[config.mk]
export PLATFORM = sky130hd
export DESIGN_NAME = mips_store_buffer
export DESIGN_NICKNAME = d
export VERILOG_FILES = /design/src/rtl/mips_mem_pkg.sv /design/src/rtl/stbuf_fifo.sv /design/src/rtl/mips_store_buffer.sv
export SDC_FILE = /design/constraint.sdc
export NUM_CORES = 1
export LEC_CHECK = 0
export ABC_AREA = 1
export BUFFER_PORTS_ARGS = -buffer_cell sky130_fd_sc_hd__buf_2
export CAP_MARGIN = 20
export CORE_MARGIN = 10
export CORE_UTILIZATION = 50
export CTS_BUF_LIST = sky130_fd_sc_hd__clkbuf_4 sky130_fd_sc_hd__clkbuf_8 sky130_fd_sc_hd__clkbuf_16
export DETAILED_ROUTE_END_ITERATION = 16
export GPL_ROUTABILITY_DRIVEN = 0
export PLACE_DENSITY = 0.72
export REMOVE_ABC_BUFFERS = 1
export SETUP_SLACK_MARGIN = 0.5
export SLEW_MARGIN = 15
export SYNTH_ARGS = -nofsm -noshare
export SYNTH_HDL_FRONTEND = slang
export SYNTH_SLANG_ARGS = --single-unit
export TNS_END_PERCENT = 50
[constraint.sdc]
create_clock -name clk -period 8.3 [get_ports clk]
set_input_delay 1.66 -clock clk [delete_from_list [all_inputs] [get_ports clk]]
set_output_delay 1.66 -clock clk [all_outputs]
set_load 0.005 [all_outputs]
[src/rtl/mips_mem_pkg.sv]
// Shared types and defaults for the MIPS data-port store buffer.
// The STBUF_FWD_EN build option is consumed by stbuf_fifo and mips_store_buffer.
package mips_mem_pkg;

  localparam int DEPTH_DEF = 4;
  localparam int AW_DEF    = 32;
  localparam int DW_DEF    = 32;

  typedef enum logic [1:0] {
    ST_IDLE = 2'd0,
    ST_WR   = 2'd1,
    ST_RD   = 2'd2,
    ST_RDV  = 2'd3
  } sb_state_e;

  // An entry keeps the word address only; the byte offset never takes part in matching.
  localparam int ENTRY_W_DEF = (AW_DEF - 2) + DW_DEF;

  typedef struct packed {
    logic [AW_DEF-3:0] addr;
    logic [DW_DEF-1:0] data;
  } sb_entry_t;

  function automatic int entry_w(input int aw, input int dw);
    return (aw - 2) + dw;
  endfunction

endpackage

[src/rtl/stbuf_fifo.sv]
// Circular store FIFO holding {word address, data}, written at tail, drained from head.
// With STBUF_FWD_EN defined it also reports the youngest entry matching a lookup address.
module stbuf_fifo
  import mips_mem_pkg::*;
#(
  parameter int DEPTH = DEPTH_DEF,
  parameter int AW    = AW_DEF,
  parameter int DW    = DW_DEF
) (
  input  logic                       clk,
  input  logic                       reset,
  input  logic                       push,
  input  logic                       pop,
  input  logic [AW-3:0]              push_addr,
  input  logic [DW-1:0]              push_data,
  output logic [AW-3:0]              head_addr,
  output logic [DW-1:0]              head_data,
  output logic [$clog2(DEPTH):0]     count,
  output logic                       empty,
  output logic                       full
`ifdef STBUF_FWD_EN
  ,
  input  logic [AW-3:0]              lookup_addr,
  output logic                       hit,
  output logic [DW-1:0]              hit_data
`endif
);

  localparam int PW = $clog2(DEPTH);
  localparam int CW = PW + 1;

  logic [AW-3:0]   addr_mem [DEPTH];
  logic [DW-1:0]   data_mem [DEPTH];
  logic [PW-1:0]   head;
  logic [PW-1:0]   tail;
  logic [CW-1:0]   cnt;

  always_ff @(posedge clk or negedge reset) begin
    if (!reset) begin
      head <= '0;
      tail <= '0;
      cnt  <= '0;
    end else begin
      if (push) tail <= tail + 1'b1;
      if (pop)  head <= head + 1'b1;
      case ({push, pop})
        2'b10:   cnt <= cnt + 1'b1;
        2'b01:   cnt <= cnt - 1'b1;
        default: cnt <= cnt;
      endcase
    end
  end

  always_ff @(posedge clk) begin
    if (push) begin
      addr_mem[tail] <= push_addr;
      data_mem[tail] <= push_data;
    end
  end

  assign head_addr = addr_mem[head];
  assign head_data = data_mem[head];
  assign count     = cnt;
  assign empty     = (cnt == '0);
  assign full      = (cnt == CW'(DEPTH));

`ifdef STBUF_FWD_EN
  logic [PW-1:0] idx;

  // Walk oldest to youngest so the last live match wins.
  always_comb begin
    hit      = 1'b0;
    hit_data = '0;
    idx      = '0;
    for (int i = 0; i < DEPTH; i++) begin
      idx = head + PW'(i);
      if ((CW'(i) < cnt) && (addr_mem[idx] == lookup_addr)) begin
        hit      = 1'b1;
        hit_data = data_mem[idx];
      end
    end
  end
`endif

endmodule

[src/rtl/mips_store_buffer.sv]
// Store buffer between the single-cycle MIPS data port and a handshaked data memory.
// Define STBUF_FWD_EN for load forwarding and miss bypass; otherwise loads wait for a full drain.
module mips_store_buffer
  import mips_mem_pkg::*;
#(
  parameter int DEPTH = DEPTH_DEF,
  parameter int AW    = AW_DEF,
  parameter int DW    = DW_DEF
) (
  input  logic                   clk,
  input  logic                   reset,
  input  logic                   cpu_we,
  input  logic                   cpu_re,
  input  logic [AW-1:0]          cpu_addr,
  input  logic [DW-1:0]          cpu_wdata,
  output logic [DW-1:0]          cpu_rdata,
  output logic                   stall,
  output logic                   mem_req,
  output logic                   mem_we,
  output logic [AW-1:0]          mem_addr,
  output logic [DW-1:0]          mem_wdata,
  input  logic                   mem_ready,
  input  logic [DW-1:0]          mem_rdata,
  output logic                   empty,
  output logic [$clog2(DEPTH):0] count
);

  localparam int CW = $clog2(DEPTH) + 1;

`ifdef STBUF_FWD_EN
  localparam bit BYPASS = 1'b1;
`else
  localparam bit BYPASS = 1'b0;
`endif

  sb_state_e       state;
  sb_state_e       state_nxt;
  logic            push;
  logic            pop;
  logic            full;
  logic [CW-1:0]   cnt;
  logic [CW-1:0]   cnt_after;
  logic [AW-3:0]   head_addr;
  logic [DW-1:0]   head_data;
  logic [DW-1:0]   rdata_q;
  logic            ld_hit;
  logic            ld_pend;
  logic            st_stall;

`ifdef STBUF_FWD_EN
  logic            fifo_hit;
  logic [DW-1:0]   hit_data;
`endif

  stbuf_fifo #(
    .DEPTH (DEPTH),
    .AW    (AW),
    .DW    (DW)
  ) u_fifo (
    .clk         (clk),
    .reset       (reset),
    .push        (push),
    .pop         (pop),
    .push_addr   (cpu_addr[AW-1:2]),
    .push_data   (cpu_wdata),
    .head_addr   (head_addr),
    .head_data   (head_data),
    .count       (cnt),
    .empty       (empty),
    .full        (full)
`ifdef STBUF_FWD_EN
    ,
    .lookup_addr (cpu_addr[AW-1:2]),
    .hit         (fifo_hit),
    .hit_data    (hit_data)
`endif
  );

`ifdef STBUF_FWD_EN
  assign ld_hit    = cpu_re & fifo_hit;
  assign cpu_rdata = (ld_hit && (state != ST_RDV)) ? hit_data : rdata_q;
`else
  assign ld_hit    = 1'b0;
  assign cpu_rdata = rdata_q;
`endif

  assign count = cnt;

  // A load needs memory until its data is presented in RDV.
  assign ld_pend   = cpu_re & ~ld_hit & (state != ST_RDV);
  assign pop       = (state == ST_WR) & mem_ready;
  assign st_stall  = cpu_we & full & ~pop;
  assign stall     = st_stall | ld_pend;
  assign push      = cpu_we & ~stall;
  assign cnt_after = cnt - CW'(pop) + CW'(push);

  always_ff @(posedge clk or negedge reset) begin
    if (!reset) begin
      state   <= ST_IDLE;
      rdata_q <= '0;
    end else begin
      state <= state_nxt;
      if ((state == ST_RD) && mem_ready) rdata_q <= mem_rdata;
    end
  end

  always_comb begin
    state_nxt = state;
    mem_req   = 1'b0;
    mem_we    = 1'b0;
    mem_addr  = '0;
    mem_wdata = '0;
    case (state)
      ST_IDLE: begin
        if (ld_pend && (BYPASS || empty)) state_nxt = ST_RD;
        else if (!empty || push)          state_nxt = ST_WR;
      end
      ST_WR: begin
        mem_req   = 1'b1;
        mem_we    = 1'b1;
        mem_addr  = {head_addr, 2'b00};
        mem_wdata = head_data;
        if (mem_ready) begin
          if (ld_pend && (BYPASS || (cnt_after == '0))) state_nxt = ST_RD;
          else if (cnt_after != '0)                     state_nxt = ST_WR;
          else                                          state_nxt = ST_IDLE;
        end
      end
      ST_RD: begin
        mem_req  = 1'b1;
        mem_addr = cpu_addr;
        if (mem_ready) state_nxt = ST_RDV;
      end
      ST_RDV: begin
        state_nxt = (!empty || push) ? ST_WR : ST_IDLE;
      end
      default: state_nxt = ST_IDLE;
    endcase
  end

endmodule

==> out/qor.yml, run 1 <==
global_route:
  first_global_vias: 8057
  grt.total_usage_pct: 17.6
  grt.overflow.total: 0
  antenna_found_initial: 4
  grt_max_degree: 126
  grt_first_pass_wirelength_um: 43700
critical_path:
  crit_required_ns: 6.64
  reg2reg_from: "state[1]"
  critical_path_class: "reg2out"
  r2r-end: "u_fifo.addr_mem[1][5]"
  cp-start-kind: "flop"
  crit_fanout: 82
  regToRegSetupSlack_ns: 4.96
  crit_end: "mem_addr[20]"
  crit_path_start: "u_fifo.head[0]"
  r2r_cells: 8
  crit_arrival_ns: 3.00
  end_kind: "output pin"
route:
  vias_per_cell: 5.22
  first_iter_violations: 657
  route.vias.total: 7865
  ant_nets: 0
  firstDrtPassIters: 5
  route.detailed.drc: 0
  routedWlPerCell_um: 18.4
  wirelength_um: 27700
sta:
  finalSetupViolations: 0
  hold_violations: 0
  fmax_mhz: 215
  setup_tns_ns: 0
  post-route-worst-setup-slack_ns: 3.64
  period_minus_slack_ns: 4.66
  slew_violations: 0
  rsz0062_at_grt: "false"
  post-route-period-util_pct: 56.1
  slew_headroom_pct: 34.3
  skew_ns: 0.0129
  worst_pin_slew_ns: 0.983
place:
  placed_cell_area_mm2: 0.0131
  place_inst: 1452
  pre_cts_slack_ns: 4.20
  portBuffers: 203
  hpwlAfterDp_um: 16600
die:
  core-area_mm2: 0.0234
  dieHeight_um: 174
  rows: 56
  start_util_pct: 50.6
  die_x_um: 174
  pin_count: 204
  dieArea_mm2: 0.0303
finish:
  layoutNonFillerInstCount: 1506
  drive_gt1_share_pct: 25.7
  final_cell_area_mm2: 0.0141
  final_common_cell: "edfxtp_1"
  nNetsFinal: 1279
  layout_common_cells: "248 x edfxtp_1, 203 x buf_2, 200 x nor2_1"
  fin_util_pct: 60.1
  multi_input_area_mm2: 0.00298
  seq_area_mm2: 0.00848
  area_growth_pct: 18.8
  fillers: 1856
clock_tree:
  clock_latency_ns: 0.55
  clock_sinks: 289
  ctsRootBufferMaster: "clkbuf_16"
  cts_buffer_depth: 3
  cts_buffers: 29
  cts_tree: "yes"
  post_cts_buffers: 0
  clk_pin_slew_ns: 0.07
  htreeDepth: 1
  cts_resized: 0
  postCtsHoldBufs: 0
synth:
  synthTopCellsByArea: "edfxtp_1 63%, dfrtp_1 8.7%, nor2_1 6.5%, a21oi_1 3.9%, o21ai_0 3.7%"
  synth_edf_count: 248
  synthArstFlopShare_pct: 14.2
  synthCells: 974
  netlist.area_leader.share_pct: 62.9
  ys.warnings.count: 0
  synth_ff_type: "edfxtp_1"
  synth.distinct_cells: 25
  synth_area_leader_cell: "edfxtp_1"
  avgSynthCellArea_um2: 12.2
  ys_seq_area_share_pct: 71.5
  syn_area_mm2: 0.0118
  ys_seq_elements: 289
power:
  powerDensity_mw_per_mm2: 352
  p_leak_nw: 5.52
  irDropWorstVdd_mv: 0.204
worst_hold_path:
  hold_depth: 1
  hp-class: "reg2reg"
outcome:
  status: "finished clean"
flow_run:
  max-cap-violations: 0
[state kept, by name, indices dropped and copies added, names as in the netlist]
name             flops
state                2
u_fifo.tail          2
u_fifo.addr_mem    120
cpu_rdata           32
u_fifo.data_mem    128
u_fifo.head          2
u_fifo.count         3
[worst max-delay path: stages, from the launching register on]
cell and delay, ns:
dfrtp_4 0.74, buf_4 0.73, o21ai_0 0.23, nor2_1 0.14
o21ai_1 0.08, a21oi_1 0.28, buf_2 0.18
[report_power, final]
part	internal, mW	leakage, nW	total, mW	switching (mW)
logic	0.601	2.26	1.66	1.05
clock network	0.803	0.492	1.33	0.530
registers	1.82	2.77	1.96	0.146
total	3.22	5.52	4.95	1.73
[through the flow]
stage | power, mW | hold WS [ns]
after floorplan | 2.93 | 0.499
after global placement | 3.64 | 0.484
after detailed placement | 3.68 | 0.488
after CTS | 5.01 | 0.501
after global routing | 5.29 | 0.507
final | 4.95 | 0.500
[cell families (layout without fill, tap and decap cells)]
group                      Yosys count  after routing  synth area share (%)
adders and majority gates           14             14                  1.61
buffers and inverters               87            298                  3.58
DFF                                289            289                  71.5
muxes                               32             32                  3.04
xor gates and xnor gates             4              4                 0.296
other                                0              2                     0
AOI/OAI and AO/OA                  221            221                  9.36
and+or+nand+nor                    327            327                  10.6
[worst min path at each step]
stage / to / startpoint / slack, ns
global placement: cpu_rdata[3] / cpu_rdata[3] / 0.48
finish: cpu_rdata[13] / cpu_rdata[13] / 0.50
CTS: cpu_rdata[13] / cpu_rdata[13] / 0.50
detailed placement: cpu_rdata[13] / cpu_rdata[13] / 0.49
global route: cpu_rdata[13] / cpu_rdata[13] / 0.51
floorplan: state[1] / state[1] / 0.50
[layer usage]
layer / global-route usage (%) / share of wire (%)
met5: 0 / 0.090
met4: 4.20 / 2.2
met3: 5.87 / 8.8
met2: 29.6 / 47
met1: 21.6 / 42
[synth_stat cells (all sizes together) (2+ instances only)]
| cell | count |
|---|---|
| ha | 12 |
| xor2 | 3 |
| buf | 29 |
| nand2 | 114 |
| o21ai | 127 |
| fa | 2 |
| a21oi | 93 |
| edfxtp | 248 |
| nor2 | 204 |
| dfrtp | 41 |
| clkbuf | 27 |
| mux2 | 32 |
| inv | 31 |
| nand3 | 7 |
[area by class of cell]
cell class	instances	area share, %
sequential	289	60.3
multi-input combinational	598	21.2
timing repair buffer	215	7.86
clock buffer	39	5.69
tap	319	2.84
clock inverter	13	1.27
inverter	31	0.862
antenna	2	0.0356
No activity file was read; power rests on OpenSTA's default activity.
==> run 2: changes to the inputs <==
--- a/config.mk
+++ b/config.mk
@@ -13,7 +13,7 @@
 export CTS_BUF_LIST = sky130_fd_sc_hd__clkbuf_4 sky130_fd_sc_hd__clkbuf_8 sky130_fd_sc_hd__clkbuf_16
 export DETAILED_ROUTE_END_ITERATION = 16
 export GPL_ROUTABILITY_DRIVEN = 0
-export PLACE_DENSITY = 0.72
+export PLACE_DENSITY = 0.75
 export REMOVE_ABC_BUFFERS = 1
 export SETUP_SLACK_MARGIN = 0.5
 export SLEW_MARGIN = 15
==> constraint.sdc (replaced) <==
create_clock -name clk -period 4 [get_ports clk]
set_input_delay 0.8 -clock clk [delete_from_list [all_inputs] [get_ports clk]]
set_output_delay 0.8 -clock clk [all_outputs]
set_load 0.005 [all_outputs]
==> run 2 against run 1 <==
Net effect: worst setup slack got worse by 3.0 ns; wire length rose by 1.5%; non-clock buffer count rose by 7; via count up 2.5%; first-iteration DRC count rose by 4.7%; total power up 120%; largest power group unchanged; highest routed layer is now met4; cell count rose by 0.80%; core utilization is 1.1 points higher; clock power up 130%; combinational power up 120%; clock skew up 0.0011 ns; critical path depth did not move.
==> out/qor.yml, run 2 (synthesized netlist as in run 1, its figures left out) <==
finish:
  multi_input_area_mm2: 0.00298  # unchanged
  seq_area_mm2: 0.00848  # unchanged
  area_growth_pct: 21.0  # was 18.8%
  largest_reg_flops: 128  # unchanged
  drive_gt1_share_pct: 26.3  # was 25.7%
  layoutNonFillerInstCount: 1518  # was 1506
  fillers: 1857  # was 1856
  nNetsFinal: 1287  # was 1279
  regMostFlops: "u_fifo.data_mem"  # unchanged
  final_common_cell: "edfxtp_1"  # unchanged
  layout_common_cells: "248 x edfxtp_1, 203 x buf_2, 200 x nor2_1"  # unchanged
sta:
  slew_violations: 0  # unchanged
  period_minus_slack_ns: 3.31
  skew_ns: 0.0140  # was 0.0129 ns
  setup_tns_ns: 0  # unchanged
  hold_violations: 0  # unchanged
  rsz0062_at_grt: "false"  # unchanged
  finalSetupViolations: 0  # unchanged
  worst_pin_slew_ns: 0.933  # was 0.983 ns
  post-route-period-util_pct: 82.9
  post-route-worst-setup-slack_ns: 0.686  # was 3.64 ns
  slew_headroom_pct: 37.8  # was 34.3%
  fmax_mhz: 302
place:
  pre_cts_slack_ns: 1.00  # was 4.20 ns
  hpwlAfterDp_um: 17600  # was 16600 um
  place_inst: 1459  # was 1452
  portBuffers: 203  # unchanged
die:
  dieArea_mm2: 0.0303  # unchanged
  core-area_mm2: 0.0234  # unchanged
  die_x_um: 174  # unchanged
  pin_count: 204  # unchanged
  dieHeight_um: 174  # unchanged
  start_util_pct: 50.6  # unchanged
  rows: 56  # unchanged
route:
  route.met2.wl_um: 13700  # was 13100 um
  wl_met3_um: 2620  # was 2430 um
  ant_nets: 0  # unchanged
  firstDrtPassIters: 5  # unchanged
  route.vias.total: 8065  # was 7865
  vias_per_cell: 5.31  # was 5.22
  first_iter_violations: 688  # was 657
  highest_layer: "met4"  # was met5
  routedWlPerCell_um: 18.5  # was 18.4 um
  drt-met1-wl_um: 11200  # was 11600 um
  wirelength_um: 28100  # was 27700 um
  route.detailed.drc: 0  # unchanged
critical_path:
  crit_end: "mem_addr[8]"  # was mem_addr[20]
  crit_arrival_ns: 2.51  # was 3.00 ns
  critical_path_class: "reg2out"  # unchanged
  crit_fanout: 41  # was 82
  end_kind: "output pin"  # unchanged
  reg2reg_from: "state[1]"  # unchanged
  cp-start-kind: "flop"  # unchanged
  slowest_delay_ns: 0.78  # was 0.74 ns
  crit_required_ns: 3.20  # was 6.64 ns
  crit_path_start: "u_fifo.head[0]"  # unchanged
  r2r-end: "state[0]"  # was u_fifo.addr_mem[1][5]
  regToRegSetupSlack_ns: 1.12  # was 4.96 ns
  r2r_cells: 15  # was 8
  cp_cell_sequence: "buf_4, o21ai_0, nor2_1, o21ai_1, a21oi_1, buf_2"  # unchanged
  cp_slowest_cell: "dfrtp_4"  # unchanged
global_route:
  first_global_vias: 8245  # was 8057
  grt_first_pass_wirelength_um: 44100  # was 43700 um
  grt.overflow.total: 0  # unchanged
  antenna_found_initial: 3  # was 4
  grt.total_usage_pct: 17.8  # was 17.6%
  grt_max_degree: 111  # was 126
clock_tree:
  ctsRootBufferMaster: "clkbuf_16"  # unchanged
  htreeDepth: 1  # unchanged
  clk_pin_slew_ns: 0.06  # was 0.07 ns
  clock_latency_ns: 0.54  # was 0.55 ns
  cts_buffer_depth: 3  # unchanged
  cts_tree: "yes"  # unchanged
  postCtsHoldBufs: 0  # unchanged
  clock_sinks: 289  # unchanged
  cts_buffers: 30  # was 29
  post_cts_buffers: 0  # unchanged
power:
  p_total_mw: 10.6  # was 4.95 mW
  p_leak_nw: 5.63  # was 5.52 nW
  powerDensity_mw_per_mm2: 743  # was 352 mW/mm2
  irDropWorstVdd_mv: 0.474  # was 0.204 mV
outcome:
  status: "finished clean"  # unchanged
worst_hold_path:
  hp-class: "in2async"  # was reg2reg
flow_run:
  max-cap-violations: 0  # unchanged
## run 2: changes by cell type in the layout (fill, tap and decap cells not counted), moves of 3 or more
cell / delta
clkinvlp_4: +3
clkbuf_4: -9
clkinv_2: +4
bufinv_16: +4
buf_12: +5
## run 2: what timing repair did
| action | CTS | global route |
|---|---|---|
| gates resized for setup | 1 | 3 |
| cloned | 0 | 0 |
| endpoints found under the setup margin | 2 | 8 |
## run 2: worst max-delay path: cells and delay by family, from the launching register on
family,cells,cell delay [ns]
compound gates,3,0.45
buf+inv,2,0.61
flops,1,0.78
simple gates,1,0.11
## run 2: how the worst min path moves through the flow
stage / startpoint / endpoint / slack, ns / cells after the start
6_report: reset / cpu_rdata[29] / 0.41 / 1
5_1_grt: reset / cpu_rdata[29] / 0.44 / 1
4_1_cts: reset / cpu_rdata[29] / 0.43 / 1
3_5_place_dp: cpu_rdata[24] / cpu_rdata[24] / 0.49 / 1
3_3_place_gp: cpu_rdata[22] / cpu_rdata[22] / 0.48 / 1
2_1_floorplan: reset / cpu_rdata[0] / 0.50 / 0
## run 2: where the power goes
group | internal [mW] | total (mW) | leakage [nW] | switching [mW]
clock network | 1.93 | 3.07 | 0.540 | 1.13
logic | 1.30 | 3.58 | 2.32 | 2.28
registers | 3.76 | 4.01 | 2.77 | 0.242
## run 2: final cells by class
class,count,area share [%]
Inverter,31,0.925
Sequential cell,289,59.1
Clock inverter,24,2.29
Clock buffer,32,5.46
Antenna cell,3,0.0524
Tap cell,319,2.78
Timing Repair Buffer,222,8.54
Multi-Input combinational cell,598,20.8
## run 2: metal layers
layer  up-vias  GRT usage [%]
met2       326           30.4
met1      3899           21.7
met5         -              0
li1       3794              -
met4         0           4.13
met3        46           5.55
## run 2: per-stage QoR
step	area (um2)	utilization [%]	hold WS [ns]
final	14300	61.3	0.408
after global routing	14300	61.2	0.444
after CTS	14300	61.2	0.427
after detailed placement	13200	56.4	0.487
after global placement	13200	56.4	0.483
after floorplan	11500	-	0.499
